$ cat src/rtl/micron_pkg.sv
// Shared types and constants for the Micron cellular-RAM emulator.
// The FSM state enum, the captured write beat, and the BCR defaults live here.
package micron_pkg;

    localparam int ADDR_W = 23;
    localparam int DATA_W = 16;

    localparam logic [DATA_W-1:0] BCR_DEFAULT = 16'h9D1F;
    localparam logic [1:0]        BCR_SEL     = 2'b10;

    typedef enum logic [2:0] {
        IDLE,
        RD_WAIT,
        RD_DRIVE,
        WR_ACTIVE,
        CR_WRITE
    } state_e;

    // One captured write beat; the byte enables stay active-low as on the pins.
    typedef struct packed {
        logic [DATA_W-1:0] data;
        logic              ub_n;
        logic              lb_n;
    } wr_cap_t;

    function automatic logic [1:0] byte_en(input wr_cap_t cap);
        return {~cap.ub_n, ~cap.lb_n};
    endfunction

endpackage

$ cat src/rtl/micron_emu_mem.sv
// Single-port word array with per-byte write enables and combinational read.
// Contents have no reset so they survive a controller reset.
module micron_emu_mem
    import micron_pkg::*;
#(
    parameter int NUM_ELEMENTS = 8,
    parameter int AW           = 3
) (
    input  logic              clk,
    input  logic              we_i,
    input  logic [1:0]        be_i,
    input  logic [AW-1:0]     addr_i,
    input  logic [DATA_W-1:0] wdata_i,
    output logic [DATA_W-1:0] rdata_o
);

    logic [DATA_W-1:0] mem_q [NUM_ELEMENTS];

    always_ff @(posedge clk) begin
        if (we_i) begin
            if (be_i[0]) mem_q[addr_i][7:0]  <= wdata_i[7:0];
            if (be_i[1]) mem_q[addr_i][15:8] <= wdata_i[15:8];
        end
    end

    assign rdata_o = mem_q[addr_i];

endmodule

$ cat src/rtl/micron_psram_emulator.sv
// Behavioural emulator of a Micron async/page PSRAM as seen by a synchronous
// controller: latched address, fixed read latency, byte writes and BCR writes.
module micron_psram_emulator
    import micron_pkg::*;
#(
    parameter int NUM_ELEMENTS = 8,
    parameter int READ_LAT     = 4
) (
    input  logic              clk,
    input  logic              rst,
    input  logic [ADDR_W-1:0] addr,
    input  logic              ce_L,
    input  logic              adv_L,
    input  logic              oe_L,
    input  logic              we_L,
    input  logic              ub_L,
    input  logic              lb_L,
    input  logic              cre,
    input  logic [DATA_W-1:0] data_in,
    output logic [DATA_W-1:0] data_out,
    output logic              data_oe,
    output logic              mem_wait,
    output logic [DATA_W-1:0] bcr
);

    localparam int AW = (NUM_ELEMENTS > 1) ? $clog2(NUM_ELEMENTS) : 1;
    localparam int CW = (READ_LAT > 1) ? $clog2(READ_LAT) : 1;

    localparam logic [CW-1:0]     LAT_LOAD   = CW'(READ_LAT - 1);
    localparam logic [ADDR_W-1:0] ADDR_LIMIT = ADDR_W'(NUM_ELEMENTS);

    state_e            state_q, state_d;
    logic [ADDR_W-1:0] addr_q,  addr_d;
    logic [CW-1:0]     cnt_q,   cnt_d;
    wr_cap_t           cap_q,   cap_d;
    logic [DATA_W-1:0] dout_q,  dout_d;
    logic              doe_q,   doe_d;
    logic              wait_q,  wait_d;
    logic [DATA_W-1:0] bcr_q,   bcr_d;

    logic              in_range;
    logic              mem_we;
    logic [DATA_W-1:0] mem_rdata;
    logic [DATA_W-1:0] rd_word;

    assign in_range = (addr_q < ADDR_LIMIT);
    assign rd_word  = in_range ? mem_rdata : '0;

    micron_emu_mem #(
        .NUM_ELEMENTS (NUM_ELEMENTS),
        .AW           (AW)
    ) u_mem (
        .clk     (clk),
        .we_i    (mem_we & ~rst),
        .be_i    (byte_en(cap_q)),
        .addr_i  (addr_q[AW-1:0]),
        .wdata_i (cap_q.data),
        .rdata_o (mem_rdata)
    );

    always_comb begin
        state_d = state_q;
        addr_d  = addr_q;
        cnt_d   = cnt_q;
        cap_d   = cap_q;
        dout_d  = dout_q;
        doe_d   = 1'b0;
        wait_d  = 1'b0;
        bcr_d   = bcr_q;
        mem_we  = 1'b0;

        unique case (state_q)
            IDLE: begin
                if (!ce_L && !adv_L) begin
                    addr_d = addr;
                    // Write wins over a simultaneous output enable.
                    if (!we_L) begin
                        cap_d   = '{data: data_in, ub_n: ub_L, lb_n: lb_L};
                        state_d = cre ? CR_WRITE : WR_ACTIVE;
                    end else if (!oe_L) begin
                        state_d = RD_WAIT;
                        cnt_d   = LAT_LOAD;
                        wait_d  = 1'b1;
                    end
                end
            end

            RD_WAIT: begin
                if (ce_L || oe_L) begin
                    state_d = IDLE;
                end else if (cnt_q == '0) begin
                    state_d = RD_DRIVE;
                    doe_d   = 1'b1;
                    dout_d  = rd_word;
                end else begin
                    cnt_d  = cnt_q - 1'b1;
                    wait_d = 1'b1;
                end
            end

            RD_DRIVE: begin
                if (ce_L || oe_L) begin
                    state_d = IDLE;
                end else if (!adv_L) begin
                    addr_d  = addr;
                    state_d = RD_WAIT;
                    cnt_d   = LAT_LOAD;
                    wait_d  = 1'b1;
                end else begin
                    doe_d  = 1'b1;
                    dout_d = rd_word;
                end
            end

            WR_ACTIVE: begin
                // The commit uses the beat captured before the closing edge.
                if (we_L || ce_L) begin
                    mem_we  = in_range;
                    state_d = IDLE;
                end else begin
                    cap_d = '{data: data_in, ub_n: ub_L, lb_n: lb_L};
                end
            end

            CR_WRITE: begin
                if (we_L || ce_L) begin
                    if (addr_q[19:18] == BCR_SEL) bcr_d = addr_q[15:0];
                    state_d = IDLE;
                end
            end

            default: state_d = IDLE;
        endcase
    end

    always_ff @(posedge clk) begin
        if (rst) begin
            state_q <= IDLE;
            addr_q  <= '0;
            cnt_q   <= '0;
            cap_q   <= '0;
            dout_q  <= '0;
            doe_q   <= 1'b0;
            wait_q  <= 1'b0;
            bcr_q   <= BCR_DEFAULT;
        end else begin
            state_q <= state_d;
            addr_q  <= addr_d;
            cnt_q   <= cnt_d;
            cap_q   <= cap_d;
            dout_q  <= dout_d;
            doe_q   <= doe_d;
            wait_q  <= wait_d;
            bcr_q   <= bcr_d;
        end
    end

    assign data_out = dout_q;
    assign data_oe  = doe_q;
    assign mem_wait = wait_q;
    assign bcr      = bcr_q;

endmodule

$ cat config.mk
export PLATFORM = sky130hd
export DESIGN_NAME = micron_psram_emulator
export DESIGN_NICKNAME = d
export VERILOG_FILES = /design/src/rtl/micron_pkg.sv /design/src/rtl/micron_emu_mem.sv /design/src/rtl/micron_psram_emulator.sv
export SDC_FILE = /design/constraint.sdc
export NUM_CORES = 1
export LEC_CHECK = 0
export ABC_AREA = 0
export BUFFER_PORTS_ARGS = -buffer_cell sky130_fd_sc_hd__buf_2
export CORE_UTILIZATION = 53
export CTS_BUF_LIST = sky130_fd_sc_hd__clkbuf_2
export DETAILED_ROUTE_END_ITERATION = 7
export PLACE_DENSITY = 0.76
export SYNTH_ARGS = -nofsm -noshare
export SYNTH_HDL_FRONTEND = slang
export SYNTH_SLANG_ARGS = --single-unit
$ cat constraint.sdc
create_clock -name clk -period 2.3 [get_ports clk]
set_clock_uncertainty 0.2 [all_clocks]
set_input_delay 0.115 -clock clk [delete_from_list [all_inputs] [get_ports clk]]
set_output_delay 0.115 -clock clk [all_outputs]
set_load 0.02 [all_outputs]
==> results of run 1 <==
[logic make-up after synthesis]
family          count (synthesis)  synth area share
flops                         211             0.686
simple gates                  177             0.106
mux                            67             0.133
compound gates                 60            0.0497
buf+inv                        39            0.0235
fa+ha+maj                       1           0.00156
[state kept, by name, summed over array words and instances (netlist names), named ones only]
signal,flops
u_mem.mem_q,128
addr_q,23
cap_q,18
bcr,16
data_out,16
state_q,3
cnt_q,2
data_oe,1
mem_wait,1
[path summary, 6_finish.rpt]
kind	startpoint	endpoint	slack, ns	cells after the start
max	state_q[2]$_SDFFE_PP0P_	u_mem.mem_q[0][4]$_DFFE_PP_	0.01	5
min	cre	state_q[2]$_SDFFE_PP0P_	0.10	4
max reg2reg	state_q[2]$_SDFFE_PP0P_	u_mem.mem_q[0][4]$_DFFE_PP_	0.01	5
min reg2reg	addr_q[16]$_SDFFE_PP0P_	addr_q[16]$_SDFFE_PP0P_	0.27	2
[worst reg2reg max path: stages, from the launching register on]
cell and delay, ns:
dfxtp_1 0.33, or4_4 0.54, nor3_4 0.21, nand4_1 0.29, nor3_2 0.24, buf_6 0.18
[per-layer routing]
layer | track usage | part of all wire | vias to the layer above
li1 | - | - | 2573
met4 | 0.114 | 0.038 | 0
met5 | 0 | 0 | -
met3 | 0.0646 | 0.085 | 71
met1 | 0.338 | 0.39 | 2803
met2 | 0.439 | 0.49 | 318
[power breakdown]
group	leakage [nW]	switching [mW]	internal [mW]
clock network	0.328	1.46	0.827
registers	1.95	0.0602	4.02
logic	1.70	0.243	0.284
total	3.97	1.77	5.14
[synthesized netlist by cell type]
cell type  number  area share
or2_2           2      0.0016
and4_1          2      0.0022
buf_1           1     0.00047
nand3b_1       13       0.012
nand3_1         2      0.0012
nor2_1         38       0.018
a21oi_1        31       0.019
nand2_1        83       0.039
buf_6           2      0.0028
dfxtp_1        83        0.21
a2111oi_0       1      0.0011
o32ai_1         1      0.0011
ha_1            1      0.0016
mux2i_1        35       0.044
nand2b_1        4      0.0031
nor3b_1         1     0.00094
nor2b_1         3      0.0023
o2111ai_1       1      0.0011
a211oi_1        3      0.0028
nor3_4          1      0.0020
buf_12          1      0.0025
o2bb2ai_1      16       0.017
a21o_1          1     0.00094
nor4_1          4      0.0031
nor3_1          9      0.0056
a31oi_1         4      0.0031
nand4_1         5      0.0039
edfxtp_1      128        0.48
mux4_2         32       0.090
inv_1           5      0.0023
clkbuf_1       21      0.0098
nor4bb_1        2      0.0025
nor4b_1         3      0.0033
or3_1           2      0.0016
or4_1           2      0.0019
nor4_2          1      0.0016
a2111o_1        2      0.0028
buf_2           9      0.0056
[timing repair]
action,in CTS,in global routing
endpoints found under the hold margin,155,0
hold buffers,91,0
resized for setup,0,15
buffers inserted,0,10
endpoints found under the setup margin,0,127
[stage by stage]
step / total power, mW / instance area, um^2 / setup WS, ns / hold WS [ns]
floorplan: 4.39 / 8020 / -0.139 / 0.0510
global placement: 4.50 / 8720 / 0.0936 / 0.141
detailed placement: 4.52 / 8720 / 0.0148 / 0.155
CTS: 6.82 / 10100 / 0.00685 / 0.0392
global route: 7.15 / 10200 / -0.0674 / 0.118
finish: 6.90 / 10200 / 0.0122 / 0.103
[cell type report]
type | instances | share of cell area
multi-input cells | 305 | 0.232
well taps | 184 | 0.0225
repair buffers | 212 | 0.162
clock buffers | 71 | 0.0348
inverters | 5 | 0.00184
clock inverters | 18 | 0.00673
diodes | 3 | 0.000735
flip-flops and latches | 211 | 0.539
==> results.cfg, run 1 <==
[sta]
period_minus_slack_ns = 2.29
setup_viol = 0
max_freq_ghz = 0.437
worstMarginPinSlew_ns = 0.673
final_hold_viol_count = 0
report.final.slew_viol_count = 0
rsz0062_at_grt = true
setup-tns-final_ns = 0
slew_headroom = 0.551
post-route-period-util = 0.995

[status]
status = finished, violations left
violations = design-rule violations

[die]
fp.dieH_um = 125
io_pins = 82
die-area_um2 = 15600
die_x_um = 125
initial_core_util = 0.548
placementRows = 44
core_um2 = 14600

[finish]
fillers = 931
nets = 833
multiInputGateArea_um2 = 2370
layout_commonest_cell = edfxtp_1
layout_common_cells = edfxtp_1 (128), dlygate4sd3_1 (91), nand2_1 (83)
area_growth_pct = 27.4
post_route_cells_drive_above_1_share = 0.293
stdcell_count = 1009
fin_util = 0.698
seqCellArea_um2 = 5510

[critical_path]
critPathArrivalTime_ns = 2.55
cp_max_fo = 8
cp_num_buf_inv = 1
crit_path_end_kind = register
crit_path_start_kind = register
critPathKind = reg -> reg
critPathRequiredTime_ns = 2.56
path_cells = or4_4 > nor3_4 > nand4_1 > nor3_2 > buf_6
cp_top_family = simple AND/OR/NAND/NOR gates
cpMaxStageDelayCell = or4_4
cpPeakStageDelay_ns = 0.54

[logic_synthesis]
seq_area_frac_synth = 0.686
synth_area_per_cell_um2 = 14.5
syn-num-nets = 604
syn_inst = 555
yosysUniqueCellTypes = 38
synth_warnings = 0
synthesis.area_um2 = 8020
ys_seq_elements = 211

[placement]
port_buffers = 81
placed_cells = 815
place_hpwl_um = 11300
gp_congestion = 0.838

[clock_network]
clkSinkCount = 211
clk-insertion-delay-late_ns = 0.79
clkTransAtPathRegs_ns = 0.11
cts_buffer_depth = 3
cts_tree = built
htreeDepth = 2
cts_buffers = 49
clockRootBuffer = clkbuf_2

[route]
post_drt_wl_per_cell_um = 20.8
wirelength_um = 21000
drt_iter0_drc = 374
route.detailed.drc = 8
ant_nets = 0
drtPass1Iterations = 6
viasPerCell = 5.71
vias = 5765

[global_route]
grt_util_all_layers = 0.266
grt.overflow.total = 0
antenna_found_initial = 2
grt_pass1_wl_um = 31400
grt_pass1_vias = 5791
grt_max_degree = 66

[flow_run]
maxCapViolCount = 0

[worst_hold_path]
hp-class = in -> reg

[pwr]
power.density_nw_per_um2 = 675
worst_ir_drop_vdd_mv = 0.341
p_leak_nw = 3.97
No activity file was read; power rests on OpenSTA's default activity.
==> run 2, diff against run 1 <==
Settings changed: CORE_UTILIZATION 53 to 52, PLACE_DENSITY 0.76 to 0.75.
==> run 2 against run 1 <==
The run now ends clean. Register-to-register slack about the same. Wire length decreased by 6.5%. Clock-buffer cell count shrank 1. Critical path type unchanged. Largest cell class unchanged.
==> results.cfg, run 2 (same netlist as run 1, synthesis figures left out) <==
[status]
status = complete, no violations

[sta]
slew_headroom = 0.543
max_freq_ghz = 0.437
report.final.slew_viol_count = 0
post-route-period-util = 0.995
rsz0062_at_grt = true
fin_ws_ns = 0.0120
worstMarginPinSlew_ns = 0.685
period_minus_slack_ns = 2.29
final_hold_viol_count = 0
setup-tns-final_ns = 0
hold_ws_ns = 0.132
setup_viol = 0

[clock_network]
clkTransAtPathRegs_ns = 0.11
clockRootBuffer = clkbuf_2
cts_buffer_depth = 3
clkSinkCount = 211
cts_buffers = 50
clk-insertion-delay-late_ns = 0.78
htreeDepth = 2
cts_tree = built

[finish]
fillers = 1011
nets = 824
area_growth_pct = 26.7
diodes = 0
design_area_um2 = 10200
multiInputGateArea_um2 = 2360
layout_common_cells = edfxtp_1 (128), dlygate4sd3_1 (90), nand2_1 (83)
layout_commonest_cell = edfxtp_1
fin_util = 0.671
largest_reg_flops = 128
top_register = u_mem.mem_q
post_route_cells_drive_above_1_share = 0.285
biggestRegsByFlops = u_mem.mem_q: 128 flops, addr_q: 23 flops, cap_q: 18 flops
stdcell_count = 1003
seqCellArea_um2 = 5510

[global_route]
grt_pass1_vias = 5944
grt.overflow.total = 0
grt_util_all_layers = 0.260
grt_pass1_wl_um = 31400
antenna_found_initial = 0
grt_max_degree = 66

[route]
drtPass1Iterations = 5
ant_nets = 0
route.detailed.drc = 0
vias = 5651
drt_iter0_drc = 432
wirelength_um = 19700
post_drt_wl_per_cell_um = 19.6
viasPerCell = 5.63

[critical_path]
critPathArrivalTime_ns = 2.53
cpPeakStageDelay_ns = 0.54
critPathKind = reg -> reg
rr_endpoint = u_mem.mem_q[3][14]$_DFFE_PP_
rrSetupSlack_ns = 0.01
r2r.worst_path.cells = 5
path_cells = or4_4 > nor3_4 > nand4_1 > nor2_1 > buf_4
cpMaxStageDelayCell = or4_4
cp_max_fo = 8
critPathRequiredTime_ns = 2.54
rr_startpoint = state_q[2]$_SDFFE_PP0P_
crit_path_start_kind = register
crit_path_end_kind = register

[die]
io_pins = 82
die-area_um2 = 15900
placementRows = 45
die_x_um = 126
core_um2 = 15100
initial_core_util = 0.530
fp.dieH_um = 126

[worst_hold_path]
hp-class = in -> reg
holdCritStartpoint = cre
whs_endpoint = state_q[0]$_SDFFE_PP0P_
whs_path_depth = 5

[flow_run]
maxCapViolCount = 0

[placement]
port_buffers = 81
pre_cts_ws_ns = 0.0225
gp_congestion = 0.855
post_dp_cell_area_um2 = 8730
placed_cells = 819
place_hpwl_um = 11500

[pwr]
power.density_nw_per_um2 = 687
worst_ir_drop_vdd_mv = 0.393
p_leak_nw = 3.94
p_total_mw = 6.98
-- run 2: changes by cell type in the layout (fill, tap and decap cells not counted), sizes merged --
| cell | delta |
|---|---|
| buf | -8 |
| clkinvlp | +2 |
| diode | -3 |
| clkbuf | -2 |
| clkinv | +2 |
| bufinv | +1 |
| inv | -1 |
| dlygate4sd3 | -1 |
-- run 2: final cells by class --
class                           instances  share of cell area
Sequential cell                       211               0.542
Multi-Input combinational cell        305               0.232
Timing Repair Buffer                  202               0.154
Clock buffer                           70              0.0345
Tap cell                              188              0.0231
Clock inverter                         22              0.0117
Inverter                                5             0.00185
-- run 2: how the worst max path moves through the flow --
stage	from	endpoint	slack, ns	depth (start not counted)
2_1_floorplan	state_q[2]$_SDFFE_PP0P_	u_mem.mem_q[0][0]$_DFFE_PP_	-0.14	4
3_3_place_gp	state_q[2]$_SDFFE_PP0P_	u_mem.mem_q[0][14]$_DFFE_PP_	0.1	5
3_5_place_dp	addr_q[5]$_SDFFE_PP0P_	u_mem.mem_q[0][13]$_DFFE_PP_	0.02	5
4_1_cts	state_q[2]$_SDFFE_PP0P_	u_mem.mem_q[0][12]$_DFFE_PP_	-0.005	5
5_1_grt	addr_q[9]$_SDFFE_PP0P_	u_mem.mem_q[3][14]$_DFFE_PP_	-0.1	5
6_report	state_q[2]$_SDFFE_PP0P_	u_mem.mem_q[3][14]$_DFFE_PP_	0.01	5
-- run 2: metal layers --
| metal | wire length (um) | share of wire | vias up | track usage |
|---|---|---|---|---|
| met5 | 0 | 0 | - | 0 |
| met4 | 612 | 0.031 | 0 | 0.118 |
| met3 | 1430 | 0.073 | 47 | 0.0535 |
| met2 | 9970 | 0.51 | 294 | 0.443 |
| met1 | 7650 | 0.39 | 2757 | 0.321 |
| li1 | - | - | 2553 | - |
-- run 2: report_power, final --
| part | switching [mW] | total (mW) | internal (mW) |
|---|---|---|---|
| Sequential | 0.0563 | 4.08 | 4.03 |
| Clock | 1.46 | 2.40 | 0.945 |
| Combinational | 0.226 | 0.494 | 0.268 |
-- run 2: repair_timing --
action | CTS | global route
endpoints found under the hold margin | 205 | 0
gates resized for setup | 1 | 12
pin swaps | 1 | 6
setup buffers | 1 | 1
hold buffers | 90 | 0
endpoints found under the setup margin | 8 | 71
-- run 2: critical path, delay by kind of cell, from the launching register on --
kind	cells	cell delay, ns
buffers and inverters	1	0.20
DFF	1	0.34
and+or+nand+nor	4	1.24
==> run 3, diff against run 2 <==
Settings changed: PLACE_DENSITY 0.75 to 0.72.
Clock period 2.3 ns to 2.75 ns, I/O delays scaled along.
==> run 3 against run 2 <==
Sequential share of layout area shrank 1.8 points. Register-to-register slack gained 0.09 ns. Sequential cell count is the same. Clock power shrank 19%. Non-clock buffer count grew 39. Fmax shrank 14%. Die area is the same. Design area grew 3.4%. Wire length grew 6.9%. Via count grew 3.5%. Sequential power shrank 16%. Combinational power shrank 7.1%. Critical endpoint is now state_q[0]$_SDFFE_PP0P_.
==> results.cfg, run 3 (same netlist as run 1, synthesis figures left out) <==
[sta]
report.final.slew_viol_count = 0
worstMarginPinSlew_ns = 0.892
rsz0062_at_grt = false
period_minus_slack_ns = 2.65
setup-tns-final_ns = 0
post-route-period-util = 0.963
max_freq_ghz = 0.378
fin_ws_ns = 0.103
setup_viol = 0
slew_headroom = 0.405
final_hold_viol_count = 0

[pwr]
p_total_mw = 5.83
p_sw_frac = 0.258
combPwrFrac = 0.079
p_int_mw = 4.32
worst_ir_drop_vdd_mv = 0.313
p_seq_frac = 0.587
p_leak_nw = 4.00
clkPwrFrac = 0.335
p_sw_mw = 1.50
power.density_nw_per_um2 = 554

[clock_network]
clockRootBuffer = clkbuf_2
clk-insertion-delay-late_ns = 0.79
cts_buffers = 51
cts_buffer_depth = 3
clkTransAtPathRegs_ns = 0.11
clkSinkCount = 211
htreeDepth = 2
cts_tree = built
post_cts_buffers = 0

[critical_path]
cpMaxStageDelayCell = dlygate4sd3_1
cp_top_family = buffers and inverters
rrSetupSlack_ns = 0.10
crit_path_start_kind = register
cp_max_fo = 17
cp_num_buf_inv = 2
crit_path_end_kind = register
critPathArrivalTime_ns = 3.12
cpPeakStageDelay_ns = 0.58
path_cells = a2111o_1 > a31oi_1 > dlygate4sd3_1 > mux2i_1 > dlygate4sd3_1 > nor3_1
path_common_cell = dlygate4sd3_1
critPathKind = reg -> reg
critPathRequiredTime_ns = 3.22

[route]
route.detailed.drc = 0
drt_iter0_drc = 475
viasPerCell = 5.59
vias = 5848
wirelength_um = 21000
post_drt_wl_per_cell_um = 20.1
drtPass1Iterations = 7
ant_nets = 0

[finish]
multiInputGateArea_um2 = 2330
layout_common_cells = dlygate4sd3_1 (134), edfxtp_1 (128), nand2_1 (83)
layout_commonest_cell = dlygate4sd3_1
biggestRegsByFlops = u_mem.mem_q: 128 flops, addr_q: 23 flops, cap_q: 18 flops
largest_reg_flops = 128
top_register = u_mem.mem_q
fillers = 979
area_growth_pct = 31.0
seqCellArea_um2 = 5510
post_route_cells_drive_above_1_share = 0.259
design_area_um2 = 10500
nets = 864

[die]
fp.dieH_um = 126
die_x_um = 126
initial_core_util = 0.530
placementRows = 45
io_pins = 82
die-area_um2 = 15900
core_um2 = 15100

[global_route]
grt_max_degree = 66
antenna_found_initial = 3
grt.overflow.total = 0
grt_pass1_vias = 6122
grt_pass1_wl_um = 32800
grt_util_all_layers = 0.277

[placement]
pre_cts_ws_ns = 0.531
place_hpwl_um = 10900
gp_congestion = 0.813
post_dp_cell_area_um2 = 8700
port_buffers = 81

[worst_hold_path]
hp-class = reg -> reg

[status]
status = complete, no violations

[flow_run]
maxCapViolCount = 0
run 3: timing repair:
item / CTS / global route
endpoints found under the setup margin: 0 / 20
endpoints found under the hold margin: 197 / 0
gates resized for setup: 0 / 4
hold buffers: 134 / 0
run 3: stage by stage:
stage	hold WS [ns]	util	cells
finish	0.237	0.694	1047
global route	0.184	0.694	1047
CTS	0.0736	0.693	1044
detailed placement	0.175	0.575	816
global placement	0.164	0.575	816
floorplan	0.0735	-	555
run 3: worst paths after layout:
path	endpoint	depth (start not counted)	startpoint
min reg2reg	bcr[5]$_SDFFE_PP0P_	2	addr_q[5]$_SDFFE_PP0P_
min	bcr[5]$_SDFFE_PP0P_	2	addr_q[5]$_SDFFE_PP0P_
max reg2reg	state_q[0]$_SDFFE_PP0P_	6	state_q[1]$_SDFFE_PP0P_
max	state_q[0]$_SDFFE_PP0P_	6	state_q[1]$_SDFFE_PP0P_
run 3: worst min-delay path, delay by kind of cell (launching register included):
family           cells  cell delay (ns)
AND/OR/NAND/NOR      1             0.06
AO/OA/AOI/OAI        1             0.05
flip-flops           1             0.33
run 3: metal layers:
layer	part of all wire	GRT usage
met2	0.50	0.477
met3	0.074	0.0663
met1	0.39	0.328
met4	0.038	0.130
met5	0	0
run 3: layout make-up:
| class | count | share of cell area |
|---|---|---|
| timing repair buffer | 241 | 0.186 |
| tap | 188 | 0.0224 |
| sequential | 211 | 0.524 |
| clock buffer | 70 | 0.0333 |
| clock inverter | 24 | 0.00928 |
| antenna | 3 | 0.000714 |
| multi-input combinational | 305 | 0.222 |
| inverter | 5 | 0.00179 |
run 3: power by group through the flow:
stage	sequential (mW)	clock, mW	combinational [mW]
after floorplan	3.46	0	0.206
final	3.42	1.95	0.459
after CTS	3.42	1.98	0.428
after detailed placement	3.49	0	0.285
after global placement	3.48	0	0.281
after global routing	3.43	2.15	0.488
